[config.mk]
export PLATFORM = sky130hd
export DESIGN_NAME = alu_issue_queue
export DESIGN_NICKNAME = d
export VERILOG_FILES = /design/src/rtl/alu_issue_queue.sv
export SDC_FILE = /design/constraint.sdc
export NUM_CORES = 2
export LEC_CHECK = 0
export ABC_AREA = 1
export CELL_PAD_IN_SITES_DETAIL_PLACEMENT = 0
export CELL_PAD_IN_SITES_GLOBAL_PLACEMENT = 2
export CORE_ASPECT_RATIO = 0.7
export CORE_MARGIN = 2
export CORE_UTILIZATION = 35
export DETAILED_ROUTE_END_ITERATION = 8
export HOLD_SLACK_MARGIN = 0.05
export PLACE_DENSITY = 0.95
export SYNTH_ARGS = -nofsm -noshare
export SYNTH_HDL_FRONTEND = slang
export SYNTH_SLANG_ARGS = --single-unit
[constraint.sdc]
create_clock -name in_clk -period 40.1 [get_ports in_clk]
set_input_delay 8.02 -clock in_clk [delete_from_list [all_inputs] [get_ports in_clk]]
set_output_delay 8.02 -clock in_clk [all_outputs]
set_load 0.01 [all_outputs]
[src/rtl/alu_issue_queue.sv]
// ALU reservation station: buffers dispatched micro-ops, wakes operands and
// flags from the FU completion broadcast, and issues one ready entry per cycle.
module alu_issue_queue #(
  parameter int RS_SIZE       = 4,
  parameter int GPR_WIDTH     = 64,
  parameter int ROB_IDX_WIDTH = 4,
  parameter int OP_WIDTH      = 4
) (
  input  logic                       in_clk,
  input  logic                       in_rst,
  input  logic                       in_flush,
  input  logic                       in_disp_valid,
  input  logic [OP_WIDTH-1:0]        in_disp_op,
  input  logic                       in_disp_a_ready,
  input  logic                       in_disp_b_ready,
  input  logic [GPR_WIDTH-1:0]       in_disp_val_a,
  input  logic [GPR_WIDTH-1:0]       in_disp_val_b,
  input  logic [ROB_IDX_WIDTH-1:0]   in_disp_tag_a,
  input  logic [ROB_IDX_WIDTH-1:0]   in_disp_tag_b,
  input  logic                       in_disp_nzcv_ready,
  input  logic [3:0]                 in_disp_nzcv,
  input  logic [ROB_IDX_WIDTH-1:0]   in_disp_nzcv_tag,
  input  logic                       in_disp_set_nzcv,
  input  logic [ROB_IDX_WIDTH-1:0]   in_disp_dst_rob_index,
  output logic                       out_disp_ready,
  input  logic                       in_fu_done,
  input  logic [ROB_IDX_WIDTH-1:0]   in_fu_dst_rob_index,
  input  logic [GPR_WIDTH-1:0]       in_fu_value,
  input  logic                       in_fu_set_nzcv,
  input  logic [3:0]                 in_fu_nzcv,
  input  logic                       in_fu_ready,
  output logic                       out_fu_start,
  output logic [OP_WIDTH-1:0]        out_fu_op,
  output logic [GPR_WIDTH-1:0]       out_fu_val_a,
  output logic [GPR_WIDTH-1:0]       out_fu_val_b,
  output logic [ROB_IDX_WIDTH-1:0]   out_fu_dst_rob_index,
  output logic                       out_fu_set_nzcv,
  output logic [3:0]                 out_fu_nzcv,
  output logic [$clog2(RS_SIZE):0]   out_count
);

  localparam int IDX_W = $clog2(RS_SIZE);
  localparam int CNT_W = IDX_W + 1;

  logic [RS_SIZE-1:0]       valid;
  logic [RS_SIZE-1:0]       a_rdy;
  logic [RS_SIZE-1:0]       b_rdy;
  logic [RS_SIZE-1:0]       f_rdy;
  logic [RS_SIZE-1:0]       set_nzcv;
  logic [OP_WIDTH-1:0]      op      [RS_SIZE];
  logic [GPR_WIDTH-1:0]     val_a   [RS_SIZE];
  logic [GPR_WIDTH-1:0]     val_b   [RS_SIZE];
  logic [ROB_IDX_WIDTH-1:0] tag_a   [RS_SIZE];
  logic [ROB_IDX_WIDTH-1:0] tag_b   [RS_SIZE];
  logic [ROB_IDX_WIDTH-1:0] f_tag   [RS_SIZE];
  logic [3:0]               nzcv    [RS_SIZE];
  logic [ROB_IDX_WIDTH-1:0] dst     [RS_SIZE];

  logic             free_found;
  logic [IDX_W-1:0] free_idx;
  logic             iss_found;
  logic [IDX_W-1:0] iss_idx;
  logic             disp_fire;
  logic             issue_fire;
  logic             byp_a;
  logic             byp_b;
  logic             byp_f;

  assign out_disp_ready = (out_count < CNT_W'(RS_SIZE));

  // Lowest free slot for dispatch and lowest eligible slot for issue, both
  // from registered state so a slot freed by issue is not reused this edge.
  always_comb begin
    free_found = 1'b0;
    free_idx   = '0;
    iss_found  = 1'b0;
    iss_idx    = '0;
    for (int i = 0; i < RS_SIZE; i++) begin
      if (!valid[i] && !free_found) begin
        free_found = 1'b1;
        free_idx   = IDX_W'(i);
      end
      if (valid[i] && a_rdy[i] && b_rdy[i] && f_rdy[i] && !iss_found) begin
        iss_found = 1'b1;
        iss_idx   = IDX_W'(i);
      end
    end
  end

  // Fire conditions and same-cycle broadcast bypass for the incoming op.
  always_comb begin
    disp_fire  = in_disp_valid && out_disp_ready && !in_flush;
    issue_fire = in_fu_ready && iss_found && !in_flush;
    byp_a = !in_disp_a_ready && in_fu_done && (in_disp_tag_a == in_fu_dst_rob_index);
    byp_b = !in_disp_b_ready && in_fu_done && (in_disp_tag_b == in_fu_dst_rob_index);
    byp_f = !in_disp_nzcv_ready && in_fu_done && in_fu_set_nzcv
            && (in_disp_nzcv_tag == in_fu_dst_rob_index);
  end

  // Entry storage: flush has priority, then wakeup, issue and dispatch.
  always_ff @(posedge in_clk or posedge in_rst) begin
    if (in_rst) begin
      valid    <= '0;
      a_rdy    <= '0;
      b_rdy    <= '0;
      f_rdy    <= '0;
      set_nzcv <= '0;
      for (int i = 0; i < RS_SIZE; i++) begin
        op[i]    <= '0;
        val_a[i] <= '0;
        val_b[i] <= '0;
        tag_a[i] <= '0;
        tag_b[i] <= '0;
        f_tag[i] <= '0;
        nzcv[i]  <= '0;
        dst[i]   <= '0;
      end
    end else if (in_flush) begin
      valid <= '0;
    end else begin
      for (int i = 0; i < RS_SIZE; i++) begin
        if (valid[i] && in_fu_done) begin
          if (!a_rdy[i] && tag_a[i] == in_fu_dst_rob_index) begin
            a_rdy[i] <= 1'b1;
            val_a[i] <= in_fu_value;
          end
          if (!b_rdy[i] && tag_b[i] == in_fu_dst_rob_index) begin
            b_rdy[i] <= 1'b1;
            val_b[i] <= in_fu_value;
          end
          if (!f_rdy[i] && in_fu_set_nzcv && f_tag[i] == in_fu_dst_rob_index) begin
            f_rdy[i] <= 1'b1;
            nzcv[i]  <= in_fu_nzcv;
          end
        end
      end
      if (issue_fire) begin
        valid[iss_idx] <= 1'b0;
      end
      if (disp_fire) begin
        valid[free_idx]    <= 1'b1;
        op[free_idx]       <= in_disp_op;
        a_rdy[free_idx]    <= in_disp_a_ready || byp_a;
        val_a[free_idx]    <= byp_a ? in_fu_value : in_disp_val_a;
        tag_a[free_idx]    <= in_disp_tag_a;
        b_rdy[free_idx]    <= in_disp_b_ready || byp_b;
        val_b[free_idx]    <= byp_b ? in_fu_value : in_disp_val_b;
        tag_b[free_idx]    <= in_disp_tag_b;
        f_rdy[free_idx]    <= in_disp_nzcv_ready || byp_f;
        nzcv[free_idx]     <= byp_f ? in_fu_nzcv : in_disp_nzcv;
        f_tag[free_idx]    <= in_disp_nzcv_tag;
        set_nzcv[free_idx] <= in_disp_set_nzcv;
        dst[free_idx]      <= in_disp_dst_rob_index;
      end
    end
  end

  // Issue outputs and occupancy; payload holds its last value between issues.
  always_ff @(posedge in_clk or posedge in_rst) begin
    if (in_rst) begin
      out_fu_start         <= 1'b0;
      out_fu_op            <= '0;
      out_fu_val_a         <= '0;
      out_fu_val_b         <= '0;
      out_fu_dst_rob_index <= '0;
      out_fu_set_nzcv      <= 1'b0;
      out_fu_nzcv          <= '0;
      out_count            <= '0;
    end else if (in_flush) begin
      out_fu_start <= 1'b0;
      out_count    <= '0;
    end else begin
      out_fu_start <= issue_fire;
      if (issue_fire) begin
        out_fu_op            <= op[iss_idx];
        out_fu_val_a         <= val_a[iss_idx];
        out_fu_val_b         <= val_b[iss_idx];
        out_fu_dst_rob_index <= dst[iss_idx];
        out_fu_set_nzcv      <= set_nzcv[iss_idx];
        out_fu_nzcv          <= nzcv[iss_idx];
      end
      out_count <= out_count + CNT_W'(disp_fire) - CNT_W'(issue_fire);
    end
  end

endmodule

After elaboration in Yosys (flattened, before gate mapping)
Index checks and enable logic that the tools add are counted.

Output and inout port bits: 146. Bits of input ports: 235. Bits in registers: 773.

Multiplexer cells: 137. Reductions and logical operators: 81. $add $sub $neg: 2. Magnitude comparators: 8. Eq/ne operators: 15. Bitwise gates (word level): 6.

Operators by type and width (number): $mux 64 (31); $bwmux 256 (2); $mux 256 (2); $bmux 64 s2 (2); $demux 64 s2 (1); $mux 4 (27); $bwmux 16 (6); $eq 4x4->1 (15); $logic_and 1x1->1 (52); $mux 1 (49); $bmux 4 s2 (3); $logic_not 1->1 (24); $bwmux 4 (4); $mux 16 (1); $demux 4 s2 (1); $mux 2 (4); $ge 3x3->1 const B (2); $lt 2x3->1 const B (2); $not 2->3 (2); $and 4x4->4 (1); $demux 1 s2 (2); $ge 2x1->1 const B (2); $not 4->4 (1); $or 4x4->4 (1); other kinds (9) (12).

Logic depth before layout (Yosys ltp)
Word-level depth: 24. Depth in mapped cells: 15. Mapped depth without buffers: 13.

Least setup slack after synthesis
No wires, ideal clock.

Kind: input port to flip-flop. Start point: input port in_flush. End point: register out_count[2]. Arrival time: 9835 ps. Setup time: 132 ps. Data required time: 39968 ps. Setup slack: 30134 ps. Stages: 13. Path through: buf_2 -> inv_2 -> nand3_2 -> buf_2 -> buf_2 -> inv_1 -> ha_1 -> inv_1 -> ha_1 -> inv_1 -> fa_1 -> xor2_1 -> nor2_1.

Longest elaborated chain between the ends: 5.

RTL lines: start, declared (RTL line 11) `input logic in_flush,`; $logic_not 1->1 (RTL line 92, 93); $logic_and 1x1->1 (RTL line 92) `disp_fire = in_disp_valid && out_disp_ready && !in_flush;`; $add 3x1->3 (RTL line 182) `out_count <= out_count + CNT_W'(disp_fire) - CNT_W'(issue_fire);`; $sub 3x1->3 (RTL line 182); $mux 3 * (RTL line 169) `end else if (in_flush) begin`; end signal, assigned (RTL line 182); end, declared (RTL line 39) `output logic [$clog2(RS_SIZE):0] out_count`.

Mark *: on every way between the ends. The rest lies on a longest branch, timed or not. A chain may end at the register's enable or synchronous reset.

Final worst setup path
Start point: input port in_flush. End point: register val_a[60] (netlist bit).

Longest elaborated chain between the ends: 3.

RTL lines: $logic_not 1->1 (RTL line 92); $logic_and 1x1->1 (RTL line 92); $mux 256 (RTL line 140) `if (disp_fire) begin`; end signal, assigned by index (RTL line 125) `val_a[i] <= in_fu_value;`; end signal, assigned by index (RTL line 144) `val_a[free_idx] <= byp_a ? in_fu_value : in_disp_val_a;`; end, declared (RTL line 51) `logic [GPR_WIDTH-1:0] val_a [RS_SIZE];`.

Parallel ways exist; a longest one is shown, timed or not.

==> results.toml <==
[timing]
maxSlewViolCount = 0
rsz0062_at_grt = "false"
relSlewSlack_pct = 14.4
clock_skew_ps = 42.3
fmax_ghz = 0.0861
finalCriticalPeriod_ps = 11620
setup_ws_ps = 28480
worst_slew_pin_slew_ps = 1280
finalHoldViolCount = 0
finalCritPeriodShare_pct = 29.0
finalSetupViolations = 0
setup_tns_ps = 0

[run_status]
status = "finished clean"

[global_route]
grt.busiest_layer = "met2"
grt_use_met2_pct = 47.3
grt_use_total_pct = 31.5
antenna_found_initial = 7
grt_util_met1_pct = 44.1
grt_pass1_wl_um = 375000
grt_start_max_net_pins = 196
grt_pass1_vias = 55100
grt-ovfl-total = 0
gr-usage-met3_pct = 6.48

[floorplan]
rows = 120
start_util_pct = 35.2
die_y_um = 332
ioPinCount = 381
dieArea_sq_mm = 0.157
die_x_um = 472
coreArea_sq_mm = 0.153

[setup_path]
path_max_fanout = 100
cp-start-kind = "input pin"
end_kind = "register"
r2r_setup_slack_ps = 34980
worstPathArrival_ps = 12210
cp_data_required_time_ps = 40700
critical_path_class = "in2reg"

[synthesis]
syn_area_sq_mm = 0.0538
synth_ff_type = "dfrtp_1"
synth_nets = 8984
ys_seq_area_share_pct = 36.0
synth_seq_cells = 773
ys_warn_count = 0
async_flop_share_pct = 100
synthDistinctLibCells = 33
avgSynthCellArea_sq_um = 6.15
yosysTopAreaCell = "dfrtp_1"
synth_cells = 8746
netlist.area_leader.share_pct = 36.0
synth_edf_count = 0
ys_top_cells_by_area = "dfrtp_1 (36%), nand2_1 (25%), nand3_1 (19%)"

[route]
drc = 0
drtAntennaViolNets = 0
via_count = 59500
vias_per_cell = 5.55
detail_route.wl_per_cell_um = 23.8
drt_pass1_iterations = 9
routed_wl_um = 255000
initialDrtViolationCount = 8147

[cts]
clock_latency_ps = 740
cts_buffers = 93
holdBufCountCts = 0
cts_tree = "done"
cts_sinks = 773
cts-resized-gates = 0
cts_max_level = 3
clkTransAtPathRegs_ps = 60
max-clock-path-buffers = 3
cts_setup_buffers = 0
cts-root-buf = "clkbuf_16"

[layout]
final_nets = 8874
layout.area.seq_sq_mm = 0.0193
layout-drive-gt1-share_pct = 3.78
post-route-util_pct = 40.0
multi_input_area_sq_mm = 0.0280
syn_to_final_growth_pct = 13.7
n_fill_cell = 16100

[pwr]
ir_drop_v = 0.0000327
power.density_mw_per_mm2 = 56.3
leakage_nw = 33.0
p_total_mw = 3.44

[placed_design]
gp_routability_congestion = 0.850
hpwl_um = 139000
place_ws_ps = 27950
port_buffers = 380

[worst_hold_path]
hp-class = "reg2reg"

[run]
drv_cap = 0
[area by class of cell]
| type | instances | share of cell area, % |
|---|---|---|
| Tap cell | 2013 | 4.12 |
| Sequential cell | 773 | 31.6 |
| Multi-Input combinational cell | 6369 | 45.8 |
| Clock inverter | 29 | 0.454 |
| Antenna cell | 2 | 0.00819 |
| Timing Repair Buffer | 490 | 7.73 |
| Clock buffer | 139 | 4.53 |
| Inverter | 909 | 5.67 |
[per-stage QoR]
stage	cell area [sq um]	hold slack, ps	std cells
floorplan	53800	443	8746
global placement	58100	457	10600
detailed placement	58100	461	10600
CTS	61100	475	10700
global route	61100	504	10700
finish	61100	474	10700
[cells in the mapped netlist, types with 4 or more instances]
cell type	instances
inv_2	8
nand3_1	2035
buf_2	238
o211ai_1	6
nor2_4	4
buf_1	80
nand2_1	3552
nor2_2	7
nor2_1	334
a21boi_0	19
o21ai_0	94
a21boi_1	120
buf_4	41
nand4_1	147
clkbuf_1	312
dfrtp_1	773
xnor2_1	10
inv_1	901
nand2_2	14
nand4_2	7
buf_6	23
a21oi_1	4
[registers in the layout, summed over array words and instances (netlist names)]
register              flops
out_fu_start              1
dst                      16
out_fu_dst_rob_index      4
tag_b                    16
out_fu_op                 4
val_a                   256
a_rdy                     4
f_tag                    16
f_rdy                     4
valid                     4
b_rdy                     4
val_b                   256
out_fu_val_b             64
op                       16
set_nzcv                  4
tag_a                    16
out_fu_val_a             64
out_fu_nzcv               4
nzcv                     16
out_count                 3
out_fu_set_nzcv           1
[cell usage in the layout, fill, tap and decap left out, types with 3 or more instances in the layout]
cell	n
nor2_1	321
nand2_2	10
clkbuf_1	20
o211ai_1	6
nand4_4	7
clkbuf_8	25
inv_1	890
bufinv_16	4
o21ai_0	94
nor2_2	6
buf_4	103
nand2_1	3549
inv_2	3
clkinv_2	26
clkbuf_16	94
nand3_1	2035
nand2_8	4
a21boi_0	19
a21oi_1	4
inv_6	10
dfrtp_1	773
a21boi_1	120
xnor2_1	10
nor2_4	18
clkdlybuf4s50_1	378
buf_12	7
nand2_4	3
nand4_1	147
[layer usage]
metal	vias up	wire [um]	part of all wire (%)
met3	539	26400	10
met5	-	36	0.014
met4	6	10900	4.3
met1	28400	108000	43
li1	27300	-	-
met2	3326	109000	43
[path summary, 6_finish.rpt]
kind / start / end / cells after the start
min in group asynchronous: in_rst / val_b[253] / 2
hold / removal: dst[8] / dst[8] / 2
hold reg to reg: dst[8] / dst[8] / 2
max in group asynchronous: in_rst / val_b[19] / 5
setup reg to reg: a_rdy[1] / out_fu_val_a[56] / 12
setup / recovery: in_flush / val_a[60] / 12
[critical path, stage by stage]
cell,delay (ps)
buf_8,270
inv_8,380
nand3_4,210
nor2_4,200
buf_4,640
buf_4,940
buf_4,870
nand3_1,170
nand2_1,100
inv_1,50
nand2_1,50
nand2_1,50
[power by group]
part / switching, mW / total [mW] / internal (mW)
registers: 0.227 / 1.27 / 1.04
logic: 0.807 / 1.28 / 0.476
clock network: 0.384 / 0.886 / 0.502
[kinds of logic (layout without fill, tap and decap cells)]
logic type	Yosys count	in the layout	synth area share, %
compound gates	247	247	2.98
flops	773	773	36.0
buf+inv	1604	1567	12.4
other cells	0	2	0
fa+ha+maj	3	3	0.0838
simple gates	6107	6107	48.4
xor+xnor	12	12	0.196
Note: power is estimated with default switching activity, not from simulation.
==> edit (same settings) <==
The parameter `ROB_IDX_WIDTH` goes from 4 to 5.
--- a/src/rtl/alu_issue_queue.sv
+++ b/src/rtl/alu_issue_queue.sv
@@ -3,7 +3,7 @@
 module alu_issue_queue #(
   parameter int RS_SIZE       = 4,
   parameter int GPR_WIDTH     = 64,
-  parameter int ROB_IDX_WIDTH = 4,
+  parameter int ROB_IDX_WIDTH = 5,
   parameter int OP_WIDTH      = 4
 ) (
   input  logic                       in_clk,
Interface: changed (6 resized); port bits go from 381 to 387. The function was not compared with the original's and may differ.
==> edit against the unedited design <==
Combinational power is 34% lower. Synthesized area down 0.91%. Worst setup slack worse by 0.20 ns. Worst hold slack better by 0.0015 ns. Largest cell class unchanged. Synthesized cell count shrank 7.1%. Cell area decreased by 0.71%. Die area is 0.90% lower. Total power fell by 16%. Sequential cell count grew 17. Global-route usage is 0.40 points lower. Utilization up 0.25 points. Highest routed layer unchanged. Clock power up 2%. Routed wire length down 2.3%.
==> edit: results (changes against the unedited design) <==
synth:
  yosysWarnings: 0  # unchanged
  syn-instance-count: 8126  # -7.1%
  synthArstFlopShare_pct: 100.0  # unchanged
  synthFlopType: "dfrtp_1"
  synth_area_leaders: "dfrtp_1 37%, nand2_1 21%, nand3_1 17%"
  yosysSeqAreaShare_pct: 37.11  # +1.1 points
  synth_edf_count: 0  # unchanged
  ys_top_cells_by_count: "3015 x nand2_1, 1809 x nand3_1, 790 x dfrtp_1"
  synth.distinct_cells: 36  # +9.1%
  synth_nets: 8369  # -6.8%
critical_path:
  rr_worst_depth: 10  # -2
  critPathLaunch: "in_flush"
  crit_end: "val_a[74]$_DFFE_PP0N_"
  worstPathMaxFanout: 93  # -7.0%
  slowest_stage: "buf_4"
  reg2reg_slack_ns: 35.82  # +0.84 ns
  r2r-start: "valid[1]$_DFF_PP0_"
  worstPathArrival_ns: 12.45  # +0.24 ns
  max_stage_delay_ns: 0.95
  reg2reg_to: "out_fu_val_a[56]$_DFFE_PP0P_"
placed_design:
  routabilityCongestion: 0.8648  # +1.8%
  place_inst: 9951  # -5.7%
  placed_cell_area_sq_um: 57580  # -0.84%
  pre_cts_ws_ns: 27.80  # -0.1584 ns
  dp_hpwl_mm: 136.9  # -1.4%
  io_buffer_count: 386  # +1.6%
clocking:
  clk_path_buf_depth: 3  # unchanged
  cts_buffers: 94  # +1.1%
  post_cts_buffers: 0  # unchanged
  clk_pin_slew_ns: 0.06  # about the same
  clock_latency_ns: 0.76  # +0.02 ns
  post_cts_resized: 0  # unchanged
  cts-root-buf: "clkbuf_16"
  cts_max_level: 3  # unchanged
cells_and_area:
  fill_cells: 15790  # -2.0%
  reg_top3: "val_a (256), val_b (256)"
  num-nets-final: 8294  # -6.5%
  layout-drive-gt1-share_pct: 4.871  # +1.1 points
hold_path:
  hold_class: "reg2reg"
  whs_path_depth: 2  # unchanged
drt:
  first_pass_iters: 7  # -2
  num_vias: 57180  # -3.9%
  drt-vias-per-instance: 5.644  # +1.8%
  wl_per_cell_um: 24.58  # +3.4%
  drt_iter0_markers: 8126  # -0.26%
status:
  outcome: "finished, final reports clean"
global_route:
  first_global_vias: 53520  # -2.8%
  grt_max_degree: 199  # +1.5%
  antenna_found_initial: 8  # +1
  grtUsageTotal_pct: 31.11  # -0.40 points
  grt_pass1_wl_mm: 365.6  # -2.5%
sta:
  min_period_ns: 11.82  # +0.1992 ns
  fin_skew_ns: 0.03045  # -0.01185 ns
  slew_headroom_pct: 16.35  # +1.9 points
power:
  leakagePower_uw: 0.03075  # -7.0%
  ir_worst_vdd_mv: 0.03135  # -4.1%
-- edit: logic make-up (layout without fill, tap and decap cells) --
kind of cell / after synthesis / count (layout) / synth area share (%)
XOR/XNOR: 34 / 34 / 0.5591
other: 0 / 6 / 0
adder cells (fa/ha/maj): 3 / 3 / 0.08456
flip-flops: 790 / 790 / 37.11
buffers and inverters: 1387 / 1390 / 11.09
AO/OA/AOI/OAI: 284 / 284 / 3.359
AND/OR/NAND/NOR: 5628 / 5628 / 47.79
-- edit: worst min-delay path by stage --
stage	from	to	slack [ns]
global placement	op[4]$_DFFE_PP0P_	op[4]$_DFFE_PP0P_	0.46
floorplan	dst[9]$_DFFE_PP0P_	dst[9]$_DFFE_PP0P_	0.44
detailed placement	op[7]$_DFFE_PP0P_	op[7]$_DFFE_PP0P_	0.46
finish	op[7]$_DFFE_PP0P_	op[7]$_DFFE_PP0P_	0.48
global route	op[4]$_DFFE_PP0P_	op[4]$_DFFE_PP0P_	0.49
CTS	op[7]$_DFFE_PP0P_	op[7]$_DFFE_PP0P_	0.47
-- edit: per-stage QoR --
step | hold slack, ns | utilization [%]
finish | 0.4755 | 40.28
global route | 0.4892 | 40.27
CTS | 0.4726 | 40.27
detailed placement | 0.4584 | 38.22
global placement | 0.4564 | 38.22
floorplan | 0.4422 | -
-- edit: report_power, final --
part	internal [uW]	switching (uW)
logic	328	510
registers	978	160
clock network	502	399
total	1810	1070
-- edit: critical path, delay by kind of cell --
family	cells	cell delay [ns]
buffers and inverters	6	3.17
AND/OR/NAND/NOR	6	0.86
-- edit: area by class of cell --
cell class	count	area share [%]
antenna	6	0.02474
clock buffer	140	4.540
clock inverter	34	0.5505
inverter	721	4.536
multi-input combinational	5949	45.81
sequential	790	32.58
tap	1996	4.115
timing repair buffer	495	7.847
-- edit: routing by layer --
metal / track usage (%) / share of wire, % / up-vias
li1: - / - / 25890
met1: 42.92 / 42 / 27230
met2: 48.02 / 44 / 3458
met3: 5.205 / 10 / 592
met4: 13.68 / 4.4 / 2
met5: 0.2388 / 0.019 / -
